`config.mk`:
```
export PLATFORM = sky130hd
export DESIGN_NAME = ps2_kbd_rx
export DESIGN_NICKNAME = d
export VERILOG_FILES = /design/src/rtl/ps2_pkg.sv /design/src/rtl/sync_fifo.sv /design/src/rtl/ps2_kbd_rx.sv
export SDC_FILE = /design/constraint.sdc
export NUM_CORES = 1
export LEC_CHECK = 0
export BUFFER_PORTS_ARGS = -buffer_cell sky130_fd_sc_hd__clkbuf_2
export CAP_MARGIN = 0
export CORE_MARGIN = 1.5
export CORE_UTILIZATION = 36
export CTS_BUF_LIST = sky130_fd_sc_hd__clkbuf_4 sky130_fd_sc_hd__clkbuf_8 sky130_fd_sc_hd__clkbuf_16
export CTS_CLUSTER_SIZE = 8
export DETAILED_ROUTE_END_ITERATION = 16
export GPL_ROUTABILITY_DRIVEN = 0
export PLACE_DENSITY_LB_ADDON = 0.08
export SYNTH_ARGS = -nofsm -noshare
export SYNTH_HDL_FRONTEND = slang
export SYNTH_SLANG_ARGS = --single-unit
```
`constraint.sdc`:
```
create_clock -name clk -period 3.34 [get_ports clk]
set_clock_uncertainty 0.1 [all_clocks]
set_input_delay 0.668 -clock clk [delete_from_list [all_inputs] [get_ports clk]]
set_output_delay 0.668 -clock clk [all_outputs]
set_load 0.1 [all_outputs]
```
`src/rtl/ps2_pkg.sv`:
```
// ps2_pkg -- constants and helpers shared by the PS/2 keyboard receiver.
//   BREAK_CODE      : scan-code prefix that announces a key release
//   FRAME_BITS      : start + 8 data + parity + stop
//   DEF_FIFO_DEPTH  : default scan-code FIFO depth
//   DEF_TIMEOUT_CYC : default idle limit that aborts a partial frame
package ps2_pkg;

  localparam logic [7:0] BREAK_CODE      = 8'hF0;
  localparam int         FRAME_BITS      = 11;
  localparam int         DEF_FIFO_DEPTH  = 8;
  localparam int         DEF_TIMEOUT_CYC = 4096;

  // shift holds {parity, data[7:0], start}; stop is the bit arriving now.
  // Data plus parity must carry an odd number of ones.
  function automatic logic frame_ok(input logic [9:0] shift, input logic stop);
    return (shift[0] == 1'b0) && stop && (^shift[9:1]);
  endfunction

endpackage

```
`src/rtl/sync_fifo.sv`:
```
// sync_fifo -- single-clock FIFO with first-word-fall-through head.
//   clk, rst_n : clock, asynchronous active-low reset (pointers only)
//   push, pop  : write / read requests; pop is ignored when empty, and a push
//                while full is accepted only if a pop happens in the same cycle
//   wr_data    : byte to write
//   head       : current head entry (valid while !empty)
//   full, empty: occupancy flags
module sync_fifo #(
  parameter int DEPTH = 8,
  parameter int WIDTH = 8
) (
  input  logic             clk,
  input  logic             rst_n,
  input  logic             push,
  input  logic             pop,
  input  logic [WIDTH-1:0] wr_data,
  output logic [WIDTH-1:0] head,
  output logic             full,
  output logic             empty
);

  localparam int AW = $clog2(DEPTH);

  // Pointers carry one extra wrap bit so full and empty are distinguishable.
  logic [AW:0]      r_wr_ptr, r_rd_ptr;
  logic [WIDTH-1:0] r_mem [DEPTH];
  logic             w_do_pop, w_do_push;

  assign empty     = (r_wr_ptr == r_rd_ptr);
  assign full      = (r_wr_ptr[AW] != r_rd_ptr[AW]) &&
                     (r_wr_ptr[AW-1:0] == r_rd_ptr[AW-1:0]);
  assign w_do_pop  = pop && !empty;
  // When full, a simultaneous pop frees the slot the push writes into.
  assign w_do_push = push && (!full || w_do_pop);
  assign head      = r_mem[r_rd_ptr[AW-1:0]];

  always_ff @(posedge clk or negedge rst_n) begin
    if (!rst_n) begin
      r_wr_ptr <= '0;
      r_rd_ptr <= '0;
    end else begin
      if (w_do_push) r_wr_ptr <= r_wr_ptr + 1'b1;
      if (w_do_pop)  r_rd_ptr <= r_rd_ptr + 1'b1;
    end
  end

  // NOTE: storage is not reset; empty pointers make stale contents unobservable
  // and leaving reset off lets the array map onto plain RAM.
  always_ff @(posedge clk) begin
    if (w_do_push) r_mem[r_wr_ptr[AW-1:0]] <= wr_data;
  end

endmodule

```
`src/rtl/ps2_kbd_rx.sv`:
```
// ps2_kbd_rx -- PS/2 keyboard receiver with scan-code FIFO and key tracking.
//   clk          : system clock
//   rst          : asynchronous active-low reset
//   ps2_clk/data : raw PS/2 lines, asynchronous to clk
//   rd_en        : pop the FIFO head
//   scan_code    : FIFO head byte (valid while code_valid)
//   code_valid   : FIFO non-empty
//   overflow     : sticky, an accepted frame was dropped on a full FIFO
//   key_pressed  : a make code is held with no matching break yet
//   last_key     : most recent make code
//   key_count    : distinct key presses, wraps at 256
module ps2_kbd_rx
  import ps2_pkg::*;
#(
  parameter int FIFO_DEPTH  = DEF_FIFO_DEPTH,
  parameter int TIMEOUT_CYC = DEF_TIMEOUT_CYC
) (
  input  logic       clk,
  input  logic       rst,
  input  logic       ps2_clk,
  input  logic       ps2_data,
  input  logic       rd_en,
  output logic [7:0] scan_code,
  output logic       code_valid,
  output logic       overflow,
  output logic       key_pressed,
  output logic [7:0] last_key,
  output logic [7:0] key_count
);

  localparam int TW = $clog2(TIMEOUT_CYC + 1);

  logic [2:0]    r_clk_sync, r_dat_sync;
  logic [9:0]    r_shift;
  logic [3:0]    r_bit_cnt;
  logic [TW-1:0] r_to_cnt;
  logic          r_overflow, r_break, r_key_pressed;
  logic [7:0]    r_last_key, r_key_count;

  logic          w_fall, w_bit, w_last, w_accept;
  logic [7:0]    w_byte, w_head;
  logic          w_full, w_empty, w_pop;

  // NOTE: every clocked block uses non-blocking assignments so each flop
  // samples the value its neighbour held before the edge.
  always_ff @(posedge clk or negedge rst) begin
    if (!rst) begin
      r_clk_sync <= 3'b111;
      r_dat_sync <= 3'b111;
    end else begin
      r_clk_sync <= {r_clk_sync[1:0], ps2_clk};
      r_dat_sync <= {r_dat_sync[1:0], ps2_data};
    end
  end

  assign w_fall   = r_clk_sync[2] && !r_clk_sync[1];
  assign w_bit    = r_dat_sync[2];
  // The 11th edge carries the stop bit; the frame is judged in that cycle.
  assign w_last   = w_fall && (r_bit_cnt == 4'(FRAME_BITS - 1));
  assign w_accept = w_last && frame_ok(r_shift, w_bit);
  assign w_byte   = r_shift[8:1];
  assign w_pop    = rd_en && !w_empty;

  // Frame assembly with inactivity timeout on partial frames.
  always_ff @(posedge clk or negedge rst) begin
    if (!rst) begin
      r_shift   <= '0;
      r_bit_cnt <= '0;
      r_to_cnt  <= '0;
    end else if (w_fall) begin
      r_to_cnt <= '0;
      if (w_last) begin
        r_bit_cnt <= '0;
      end else begin
        r_shift   <= {w_bit, r_shift[9:1]};
        r_bit_cnt <= r_bit_cnt + 4'd1;
      end
    end else if (r_bit_cnt != 4'd0) begin
      if (r_to_cnt == TW'(TIMEOUT_CYC)) begin
        r_bit_cnt <= '0;
        r_to_cnt  <= '0;
      end else begin
        r_to_cnt <= r_to_cnt + 1'b1;
      end
    end else begin
      r_to_cnt <= '0;
    end
  end

  // Key tracking sees every accepted frame, even ones the FIFO drops.
  always_ff @(posedge clk or negedge rst) begin
    if (!rst) begin
      r_overflow    <= 1'b0;
      r_break       <= 1'b0;
      r_key_pressed <= 1'b0;
      r_last_key    <= '0;
      r_key_count   <= '0;
    end else if (w_accept) begin
      if (w_full && !w_pop) r_overflow <= 1'b1;
      if (w_byte == BREAK_CODE) begin
        r_break <= 1'b1;
      end else if (r_break) begin
        r_break       <= 1'b0;
        r_key_pressed <= 1'b0;
      end else begin
        r_last_key <= w_byte;
        if (!r_key_pressed) begin
          r_key_pressed <= 1'b1;
          r_key_count   <= r_key_count + 8'd1;
        end
      end
    end
  end

  sync_fifo #(
    .DEPTH (FIFO_DEPTH),
    .WIDTH (8)
  ) u_fifo (
    .clk     (clk),
    .rst_n   (rst),
    .push    (w_accept),
    .pop     (rd_en),
    .wr_data (w_byte),
    .head    (w_head),
    .full    (w_full),
    .empty   (w_empty)
  );

  assign scan_code   = w_head;
  assign code_valid  = !w_empty;
  assign overflow    = r_overflow;
  assign key_pressed = r_key_pressed;
  assign last_key    = r_last_key;
  assign key_count   = r_key_count;

endmodule

```
==> qor.log, run 1 <==
[job] number of max-cap violations 0
[setup_path] R2R setup slack 440 ps
[cts] count of clock tree sinks 124
[synth] Async S/R FF share, synth 48.39%
[setup_path] kind of launch point of the worst setup path register
[cells_and_area] growth of design area from synthesis to finish 17.83%
[synth] Net Count, Synth 357
[synth] Unique masters post-synth 57
[synth] sequential-to-total area share from yosys stat 62.85%
[sta] period utilization 89.53%
[synth] number of warnings issued by yosys 0
[sta] total count of max-transition violations in the final report 0
[cts] level count of the clock H-tree 4
[floorplan] Horiz. Die Dim 126.1 um
[setup_path] Critical Path RT 2570 ps
[drt] detailed-route DRC error count 1
[drt] final WL 10640 um
[min_path] worst hold path class input port to register
[drt] number of nets with antenna violations after detailed routing 0
[drt] number of DRC markers after the initial detailed-route iteration 109
[sta] time the worst path needs with I/O delays and setup 2990 ps
[outcome] failing checks design-rule violations
[setup_path] arrival time at the worst endpoint 2220 ps
[drt] Detailed Routing Iterations Pass 1 12
[sta] RSZ-0062 raised after global routing no
[cells_and_area] number of nets in the final layout 407
[cells_and_area] proportion of layout cells with a drive suffix above 1 34.49%
[global_routing] largest net degree at the start of global routing 61
[sta] Worst Max-Slew Pin Slew 779.0 ps
[floorplan] Core Footprint 14640 um2
[floorplan] height of the chip 126.1 um
[global_routing] GRT Overall Usage 14.86%
[cells_and_area] Layout Cell Area excl Fill 6432 um2
[floorplan] area of the die 15910 um2
[cts] Hold-fix buffers, CTS 0
[cts] number of CTS-inserted buffers 17
[drt] Vias 2913
[setup_path] largest driver fanout on the critical path 20
[global_routing] initial antenna violation count 0
[placed_design] dpl hpwl 6938 um
[setup_path] ordered list of cells on the worst path buf_12 > mux4_2 > mux2_2 > clkbuf_2
[synth] Mapped Area 5459 um2
[drt] Vias/cell 4.963
[synth] Synth top cells by count sky130_fd_sc_hd__edfxtp_1 (64), sky130_fd_sc_hd__dfrtp_1 (54), sky130_fd_sc_hd__mux2_2 (25)
[cts] Post-CTS Setup Repair Bufs 0
[cells_and_area] Post-Layout Cell Count 587
[placed_design] cell area reported after detailed placement 5876 um2
[synth] post-synthesis register bit count 124
[cts] Max clock buf depth 2
[outcome] outcome complete, but fails checks
[pwr] Max rail drop VDD 0.0006428 V
[placed_design] Inst Count DP 555
[pwr] LEAKAGE 2.552 nW
[synth] library cell with the largest summed area after synthesis sky130_fd_sc_hd__edfxtp_1
[cts] Resized cells post-CTS 0
[cts] Worst-path clk slew 50 ps
[global_routing] aggregate global routing overflow 0
[cells_and_area] n_diodes 0
[sta] post-route setup TNS 0 ps
[synth] leading register cell type out of synthesis sky130_fd_sc_hd__edfxtp_1
[global_routing] wire length of the first global-routing pass 17250 um
[setup_path] largest stage delay on the critical path 570 ps
[floorplan] number of rows created at floorplan 44
[setup_path] class of the most critical setup path register to primary output
[sta] final count of negative-setup-slack endpoints 0
[setup_path] Crit. End Element primary output
[synth] most used standard cell by instance count after synthesis sky130_fd_sc_hd__edfxtp_1
[drt] post-detailed-route wirelength per cell 18.12 um
[setup_path] Critical Path Slowest Stage Cell sky130_fd_sc_hd__mux4_2
[sta] Max Freq 334.4 MHz
[floorplan] starting density of the core 37.28%
[cts] CTS Root Cell sky130_fd_sc_hd__clkbuf_16
[pwr] cell area power density 993.5 nW/um2
[synth] Mapped Cells 340
[cts] CTS tree yes
[global_routing] via count of the first global-routing pass 3078
[placed_design] buffers added on ports 31
[sta] Max-Slew Margin vs Limit 48.07%
[synth] Post-synth EDFFs 64
[synth] per-instance average area after synthesis 16.06 um2
[floorplan] count of pins on the block boundary 32
[sta] hold violation total from the final report 0
[synth] fraction of synthesized cell area taken by the top area cell type 35.21%
[setup_path] buffers plus inverters on the worst setup path 2
[cts] clock latency reported for the late side of the worst-skew pair 420 ps
[synth] cell types occupying the most area after synthesis sky130_fd_sc_hd__edfxtp_1 (35%), sky130_fd_sc_hd__dfrtp_1 (25%), sky130_fd_sc_hd__mux4_2 (6.6%)
[setup_path] cell class contributing the biggest share of worst-path delay multiplexers
==> worst register-to-register path, stage by stage, from the launching register on <==
cell and delay [ps]:
sky130_fd_sc_hd__dfrtp_1 550, sky130_fd_sc_hd__inv_1 100, sky130_fd_sc_hd__ha_1 290, sky130_fd_sc_hd__xnor3_2 450, sky130_fd_sc_hd__xnor2_4 160, sky130_fd_sc_hd__a211oi_4 370, sky130_fd_sc_hd__and4b_1 530
==> registers in the layout, indices dropped and copies added, names as in the netlist <==
signal	cells
key_count	8
key_pressed	1
last_key	8
overflow	1
r_bit_cnt	4
r_break	1
r_clk_sync	3
r_dat_sync	3
r_shift	10
r_to_cnt	13
u_fifo.r_mem	64
u_fifo.r_rd_ptr	4
u_fifo.r_wr_ptr	4
==> layout by cell type, fill, tap and decap left out, types with 3 or more instances in the layout <==
master                      count
sky130_fd_sc_hd__clkinv_1       5
sky130_fd_sc_hd__buf_4         12
sky130_fd_sc_hd__dfrtp_1       54
sky130_fd_sc_hd__nor3b_1        3
sky130_fd_sc_hd__mux2_2        25
sky130_fd_sc_hd__dfstp_2        6
sky130_fd_sc_hd__nand2b_1       3
sky130_fd_sc_hd__nand3_1       11
sky130_fd_sc_hd__clkinv_2       4
sky130_fd_sc_hd__nor2_1        18
sky130_fd_sc_hd__inv_1         12
sky130_fd_sc_hd__ha_1          12
sky130_fd_sc_hd__mux4_2        16
sky130_fd_sc_hd__nand2_1       12
sky130_fd_sc_hd__clkbuf_2      31
sky130_fd_sc_hd__xor2_1        19
sky130_fd_sc_hd__and4b_1        3
sky130_fd_sc_hd__edfxtp_1      64
sky130_fd_sc_hd__o21ai_0        4
sky130_fd_sc_hd__and3_1         4
sky130_fd_sc_hd__nor4_2         3
sky130_fd_sc_hd__nor4_1         3
sky130_fd_sc_hd__nor3_1         6
sky130_fd_sc_hd__xnor2_1        9
sky130_fd_sc_hd__clkbuf_16     17
==> worst paths after layout <==
check / start / end / cells after the start
worst min register to register: r_dat_sync[1] / r_dat_sync[2] / 0
worst min-delay path: ps2_data / r_dat_sync[0] / 1
min in group asynchronous: rst / key_count[6] / 2
worst max register to register: r_shift[3] / u_fifo.r_mem[5][6] / 6
worst max-delay path: u_fifo.r_rd_ptr[0] / scan_code[7] / 4
max in group asynchronous: rst / r_to_cnt[8] / 2
==> logic make-up after synthesis <==
| kind of cell | Yosys count | share of synthesized area (%) |
|---|---|---|
| flip-flops | 124 | 62.85 |
| AND/OR/NAND/NOR | 88 | 10.59 |
| multiplexers | 43 | 12.24 |
| XOR/XNOR | 31 | 5.730 |
| buffers and inverters | 25 | 2.269 |
| AO/OA/AOI/OAI | 17 | 3.576 |
| adder cells (fa/ha/maj) | 12 | 2.750 |
==> power by group <==
group	internal [mW]	switching, mW	leakage (nW)
logic	0.834	1.77	0.936
registers	1.86	0.194	1.35
clock network	1.08	0.654	0.270
total	3.77	2.62	2.55
==> through the flow <==
step | utilization, % | power, mW | setup slack (ps) | hold slack (ps)
after floorplan | - | 4.267 | 240.3 | 245.2
after global placement | 40.12 | 4.718 | 457.6 | 245.6
after detailed placement | 40.12 | 4.736 | 407.4 | 249.4
after CTS | 43.93 | 6.495 | 283.4 | 209.1
after global routing | 43.93 | 6.729 | 203.6 | 211.5
final | 43.93 | 6.391 | 349.7 | 236.7
==> final cells by class <==
class                      instances  area [um2]
clock buffer                      17       425.4
clock inverter                    15       131.4
fill                            1328        8212
inverter                          12       45.04
multi-input combinational        191        1904
sequential                       124        3431
tap                              184       230.2
timing repair buffer              44       265.3
==> layer usage <==
layer | GRT usage (%) | wire, um | vias up
met5 | 0 | 0 | -
met4 | 7.099 | 233 | 0
met3 | 3.866 | 282 | 21
met2 | 23.43 | 5186 | 42
met1 | 19.23 | 4934 | 1471
li1 | - | - | 1379
No activity file was read; power rests on OpenSTA's default activity.
==> run 2, diff against run 1 <==
Settings changed: MAX_ROUTING_LAYER set to met4.
Clock period 3.34 ns to 2.85 ns, I/O delays scaled along.
==> qor.log, run 2 (synthesized netlist as in run 1, its figures left out) <==
[outcome] outcome finished clean [was complete, but fails checks]
[min_path] terminating pin of the worst hold path r_dat_sync[0] [unchanged]
[cells_and_area] number of nets in the final layout 418 [was 407]
[floorplan] Core Footprint 14640 um2 [unchanged]
[pwr] LEAKAGE 2.679 nW [was 2.552 nW]
[cts] Post-CTS Setup Repair Bufs 0 [unchanged]
[sta] Worst Max-Slew Pin Slew 777.6 ps [was 779.0 ps]
[cts] Max clock buf depth 2 [unchanged]
[job] number of max-cap violations 0 [unchanged]
[cells_and_area] Fillers 1330 [was 1328]
[placed_design] dpl hpwl 6703 um [was 6938 um]
[sta] hold violation total from the final report 0 [unchanged]
[drt] detailed-route DRC error count 0 [was 1]
[floorplan] starting density of the core 37.28% [unchanged]
[pwr] cell area power density 1185 nW/um2 [was 993.5 nW/um2]
[sta] Worst Hold Margin 137.7 ps [was 236.7 ps]
[sta] total count of max-transition violations in the final report 0 [unchanged]
[drt] final WL 10370 um [was 10640 um]
[sta] final count of negative-setup-slack endpoints 0 [unchanged]
[cts] Worst-path clk slew 50 ps [about the same]
[cts] clock latency reported for the late side of the worst-skew pair 410 ps [was 420 ps]
[drt] post-detailed-route wirelength per cell 17.34 um [was 18.12 um]
[placed_design] Worst Setup Slack post-DPL 285.7 ps [was 407.4 ps]
[setup_path] most used cell along the critical path sky130_fd_sc_hd__buf_12
[setup_path] Critical Path Slowest Stage Cell sky130_fd_sc_hd__mux4_2 [unchanged]
[sta] Final Worst Setup Slack 161.8 ps [was 349.7 ps]
[setup_path] endpoint of the most critical register-to-register path u_fifo.r_mem[2][7] [was u_fifo.r_mem[5][6]]
[cells_and_area] top library cells by usage in the layout, fill and taps aside sky130_fd_sc_hd__edfxtp_1 (64), sky130_fd_sc_hd__dfrtp_1 (54), sky130_fd_sc_hd__mux2_2 (25) [was sky130_fd_sc_hd__edfxtp_1 (64), sky130_fd_sc_hd__dfrtp_1 (54), sky130_fd_sc_hd__clkbuf_2 (31)]
[cells_and_area] n_diodes 0 [unchanged]
[cts] Hold-fix buffers, CTS 0 [unchanged]
[placed_design] buffers added on ports 31 [unchanged]
[cts] CTS Root Cell sky130_fd_sc_hd__clkbuf_16 [unchanged]
[setup_path] ordered list of cells on the worst path buf_12 > mux4_2 > mux2_2 > buf_12 [was buf_12 > mux4_2 > mux2_2 > clkbuf_2]
[drt] number of nets with antenna violations after detailed routing 0 [unchanged]
[setup_path] worst flop-to-flop path startpoint r_shift[8] [was r_shift[3]]
[sta] RSZ-0062 raised after global routing no [unchanged]
[floorplan] count of pins on the block boundary 32 [unchanged]
[sta] Max Freq 372.0 MHz
[drt] number of DRC markers after the initial detailed-route iteration 168 [was 109]
[global_routing] wire length of the first global-routing pass 17060 um [was 17250 um]
[floorplan] height of the chip 126.1 um [unchanged]
[global_routing] initial antenna violation count 0 [unchanged]
[setup_path] largest driver fanout on the critical path 20 [unchanged]
[cells_and_area] growth of design area from synthesis to finish 22.23% [was 17.83%]
[drt] Detailed Routing Iterations Pass 1 6 [was 12]
[floorplan] area of the die 15910 um2 [unchanged]
[cts] Resized cells post-CTS 0 [unchanged]
[floorplan] number of rows created at floorplan 44 [unchanged]
[cells_and_area] proportion of layout cells with a drive suffix above 1 37.44% [was 34.49%]
[global_routing] via count of the first global-routing pass 3118 [was 3078]
[setup_path] Critical Path RT 2180 ps [was 2570 ps]
[cells_and_area] max FFs per register 64 [unchanged]
[global_routing] largest net degree at the start of global routing 61 [unchanged]
[drt] Vias/cell 4.931 [was 4.963]
[cells_and_area] most common library cell in the layout ignoring fill and taps sky130_fd_sc_hd__edfxtp_1 [unchanged]
[setup_path] kind of launch point of the worst setup path register [unchanged]
[drt] Vias 2949 [was 2913]
[floorplan] Horiz. Die Dim 126.1 um [unchanged]
[cts] number of CTS-inserted buffers 17 [unchanged]
[sta] Max-Slew Margin vs Limit 48.16% [was 48.07%]
[cts] CTS tree yes [unchanged]
[setup_path] R2R setup slack 300 ps [was 440 ps]
[setup_path] class of the most critical setup path register to primary output [unchanged]
[cts] count of clock tree sinks 124 [unchanged]
[setup_path] largest stage delay on the critical path 540 ps [was 570 ps]
[min_path] worst hold path class input port to register [unchanged]
[sta] post-route setup TNS 0 ps [unchanged]
[cts] level count of the clock H-tree 4 [unchanged]
[setup_path] arrival time at the worst endpoint 2020 ps [was 2220 ps]
[min_path] startpoint of the tightest hold check path ps2_data [unchanged]
[sta] period utilization 94.32%
[min_path] Worst Hold Path Cells 1 [unchanged]
[setup_path] Crit. End Element primary output [unchanged]
[setup_path] Register-to-Register Path Depth 6 [unchanged]
[pwr] Max rail drop VDD 0.0006448 V [was 0.0006428 V]
[global_routing] aggregate global routing overflow 0 [unchanged]
[sta] time the worst path needs with I/O delays and setup 2688 ps
[global_routing] GRT Overall Usage 15.00% [was 14.86%]
## run 2: changes by cell type in the layout (fill, tap and decap cells not counted)
cell / delta
sky130_fd_sc_hd__clkinvlp_4: -1
sky130_fd_sc_hd__nor4bb_1: -1
sky130_fd_sc_hd__clkinv_4: -2
sky130_fd_sc_hd__clkbuf_4: +5
sky130_fd_sc_hd__buf_12: +9
sky130_fd_sc_hd__clkinv_2: +1
sky130_fd_sc_hd__nor4bb_2: +1
sky130_fd_sc_hd__clkbuf_2: -9
sky130_fd_sc_hd__clkbuf_8: +1
sky130_fd_sc_hd__buf_4: +11
sky130_fd_sc_hd__clkinv_1: -4
## run 2: area by class of cell
cell class	instances	area, um2	share of cell area, %
multi-input combinational	191	1911	28.63
timing repair buffer	55	483.0	7.238
clock inverter	9	96.34	1.444
sequential	124	3431	51.42
clock buffer	23	476.7	7.144
inverter	12	45.04	0.6750
tap	184	230.2	3.450
## run 2: how the worst max path moves through the flow
stage	to	from
final	scan_code[6]	u_fifo.r_rd_ptr[0]
after global routing	scan_code[6]	u_fifo.r_rd_ptr[0]
after CTS	scan_code[6]	u_fifo.r_rd_ptr[0]
after detailed placement	u_fifo.r_mem[4][4]	r_shift[8]
after global placement	u_fifo.r_mem[2][7]	r_shift[8]
after floorplan	u_fifo.r_mem[2][0]	r_shift[3]
## run 2: power breakdown
group	internal (mW)	switching, mW	leakage (nW)
Combinational	1.31	2.15	1.04
Sequential	2.18	0.185	1.35
Clock	1.34	0.737	0.289
Total	4.84	3.07	2.68
## run 2: through the flow
stage          utilization [%]  cells  area, um2  power (mW)
4_1_cts                  45.57    598       6673       8.023
3_3_place_gp             41.65    566       6100       5.880
5_1_grt                  45.57    598       6673       8.279
2_1_floorplan                -    340       5465       5.002
6_report                 45.57    598       6673       7.907
3_5_place_dp             41.65    566       6100       5.912
## run 2: layer usage
| metal | share of wire [%] | global-route usage, % | vias up |
|---|---|---|---|
| li1 | - | - | 1395 |
| met1 | 46 | 18.93 | 1489 |
| met2 | 49 | 22.95 | 49 |
| met3 | 2.9 | 3.823 | 16 |
| met4 | 2.0 | 6.694 | 0 |
| met5 | 0 | - | - |
## run 2: critical path: cells and delay by family (launching register included)
family | cells | cell delay (ps)
buffers and inverters | 2 | 370
muxes | 2 | 850
DFF | 1 | 360
==> run 3, diff against run 2 <==
Settings changed: CORE_ASPECT_RATIO set to 1.5.
==> qor.log, run 3 (synthesized netlist as in run 1, its figures left out) <==
[drt] Vias/cell 4.873 [was 4.931]
[global_routing] largest net degree at the start of global routing 38 [was 61]
[floorplan] starting density of the core 37.23% [was 37.28%]
[drt] number of DRC markers after the initial detailed-route iteration 67 [was 168]
[placed_design] Inst Count DP 576 [was 566]
[setup_path] largest driver fanout on the critical path 20 [unchanged]
[global_routing] aggregate global routing overflow 0 [unchanged]
[setup_path] most used cell along the critical path sky130_fd_sc_hd__buf_12 [unchanged]
[sta] total count of max-transition violations in the final report 0 [unchanged]
[cts] Post-CTS Setup Repair Bufs 0 [unchanged]
[sta] Worst Hold Margin 83.72 ps [was 137.7 ps]
[global_routing] via count of the first global-routing pass 3061 [was 3118]
[floorplan] area of the die 15930 um2 [was 15910 um2]
[drt] Detailed Routing Iterations Pass 1 4 [was 6]
[setup_path] Register-to-Register Path Depth 6 [unchanged]
[cells_and_area] most common library cell in the layout ignoring fill and taps sky130_fd_sc_hd__edfxtp_1 [unchanged]
[sta] post-route setup TNS 0 ps [unchanged]
[sta] Max-Slew Margin vs Limit 55.32% [was 48.16%]
[sta] Max Freq 373.7 MHz [was 372.0 MHz]
[global_routing] GRT Overall Usage 14.48% [was 15.00%]
[cells_and_area] proportion of layout cells with a drive suffix above 1 37.14% [was 37.44%]
[placed_design] cell area reported after detailed placement 6137 um2 [was 6100 um2]
[floorplan] Core Footprint 14660 um2 [was 14640 um2]
[cts] level count of the clock H-tree 4 [unchanged]
[drt] number of nets with antenna violations after detailed routing 0 [unchanged]
[cts] CTS tree yes [unchanged]
[cells_and_area] max FFs per register 64 [unchanged]
[sta] time the worst path needs with I/O delays and setup 2676 ps [was 2688 ps]
[sta] final count of negative-setup-slack endpoints 0 [unchanged]
[cells_and_area] top library cells by usage in the layout, fill and taps aside sky130_fd_sc_hd__edfxtp_1 (64), sky130_fd_sc_hd__dfrtp_1 (54), sky130_fd_sc_hd__mux2_2 (25) [unchanged]
[sta] hold violation total from the final report 0 [unchanged]
[sta] Worst Max-Slew Pin Slew 670.2 ps [was 777.6 ps]
[sta] period utilization 93.90% [was 94.32%]
[global_routing] wire length of the first global-routing pass 16880 um [was 17060 um]
[cts] CTS Root Cell sky130_fd_sc_hd__clkbuf_16 [unchanged]
[setup_path] Critical Path Slowest Stage Cell sky130_fd_sc_hd__mux4_2 [unchanged]
[setup_path] ordered list of cells on the worst path buf_12 > mux4_2 > mux2_2 > buf_12 [unchanged]
[floorplan] number of rows created at floorplan 54 [was 44]
[pwr] LEAKAGE 2.693 nW [was 2.679 nW]
[drt] detailed-route DRC error count 0 [unchanged]
[cells_and_area] Layout Cell Area excl Fill 6789 um2 [was 6673 um2]
[setup_path] class of the most critical setup path register to primary output [unchanged]
[cells_and_area] growth of design area from synthesis to finish 24.36% [was 22.23%]
[cells_and_area] n_diodes 0 [unchanged]
[sta] Final Worst Setup Slack 173.8 ps [was 161.8 ps]
[cts] Max clock buf depth 2 [unchanged]
[min_path] worst hold path class input port to asynchronous set/reset pin [was input port to register]
[drt] final WL 10280 um [was 10370 um]
[setup_path] cell class contributing the biggest share of worst-path delay multiplexers [unchanged]
[pwr] cell area power density 1199 nW/um2 [was 1185 nW/um2]
[drt] post-detailed-route wirelength per cell 16.91 um [was 17.34 um]
[cts] Worst-path clk slew 60 ps [was 50 ps]
[setup_path] R2R setup slack 350 ps [was 300 ps]
[placed_design] dpl hpwl 6833 um [was 6703 um]
[cts] clock latency reported for the late side of the worst-skew pair 410 ps [about the same]
[sta] RSZ-0062 raised after global routing no [unchanged]
[cts] Resized cells post-CTS 0 [unchanged]
[cells_and_area] Post-Layout Cell Count 608 [was 598]
[cells_and_area] Post-Route Utilization 46.30% [was 45.57%]
[cells_and_area] number of nets in the final layout 416 [was 418]
[cts] count of clock tree sinks 124 [unchanged]
[pwr] Max rail drop VDD 0.0005817 V [was 0.0006448 V]
[floorplan] height of the chip 153.8 um [was 126.1 um]
[setup_path] Critical Path RT 2180 ps [about the same]
[outcome] outcome finished clean [unchanged]
[job] number of max-cap violations 0 [unchanged]
[floorplan] count of pins on the block boundary 32 [unchanged]
[setup_path] kind of launch point of the worst setup path register [unchanged]
[cts] Hold-fix buffers, CTS 0 [unchanged]
[pwr] Power, Total 8.141 mW [was 7.907 mW]
[floorplan] Horiz. Die Dim 103.5 um [was 126.1 um]
[placed_design] Worst Setup Slack post-DPL 346.4 ps [was 285.7 ps]
[cts] number of CTS-inserted buffers 17 [unchanged]
[setup_path] largest stage delay on the critical path 520 ps [was 540 ps]
[setup_path] buffers plus inverters on the worst setup path 2 [unchanged]
[drt] Vias 2963 [was 2949]
[global_routing] initial antenna violation count 0 [unchanged]
[setup_path] endpoint of the most critical register-to-register path u_fifo.r_mem[4][6] [was u_fifo.r_mem[2][7]]
[setup_path] Crit. End Element primary output [unchanged]
[setup_path] worst flop-to-flop path startpoint r_shift[4] [was r_shift[8]]
[placed_design] buffers added on ports 31 [unchanged]
[setup_path] arrival time at the worst endpoint 2010 ps [was 2020 ps]
## run 3: layout make-up
| cell class | instances | area [um2] |
|---|---|---|
| timing repair buffer | 53 | 505.5 |
| inverter | 12 | 45.04 |
| sequential | 124 | 3431 |
| multi-input combinational | 191 | 1911 |
| fill | 1313 | 7873 |
| clock inverter | 14 | 219.0 |
| clock buffer | 18 | 432.9 |
| tap | 196 | 245.2 |
## run 3: worst max-delay path by stage
stage                              end  cells after the start  slack [ps]               start
CTS                       scan_code[6]                      4         140  u_fifo.r_rd_ptr[0]
global route              scan_code[3]                      4          90  u_fifo.r_rd_ptr[0]
floorplan           u_fifo.r_mem[2][0]                      6          20          r_shift[3]
detailed placement  u_fifo.r_mem[2][5]                      6         350          r_shift[8]
finish                    scan_code[6]                      4         170  u_fifo.r_rd_ptr[0]
global placement    u_fifo.r_mem[2][5]                      7         360          r_shift[4]
## run 3: layer usage
| metal | vias to the layer above | global-route usage, % | part of all wire [%] |
|---|---|---|---|
| li1 | 1401 | - | - |
| met3 | 14 | 4.748 | 2.9 |
| met2 | 38 | 24.63 | 54 |
| met5 | - | - | 0 |
| met4 | 0 | 5.357 | 1.4 |
| met1 | 1510 | 15.79 | 42 |
## run 3: report_power, final
| group | internal, mW | switching (mW) |
|---|---|---|
| registers | 2.18 | 0.211 |
| logic | 1.30 | 2.10 |
| clock network | 1.56 | 0.782 |
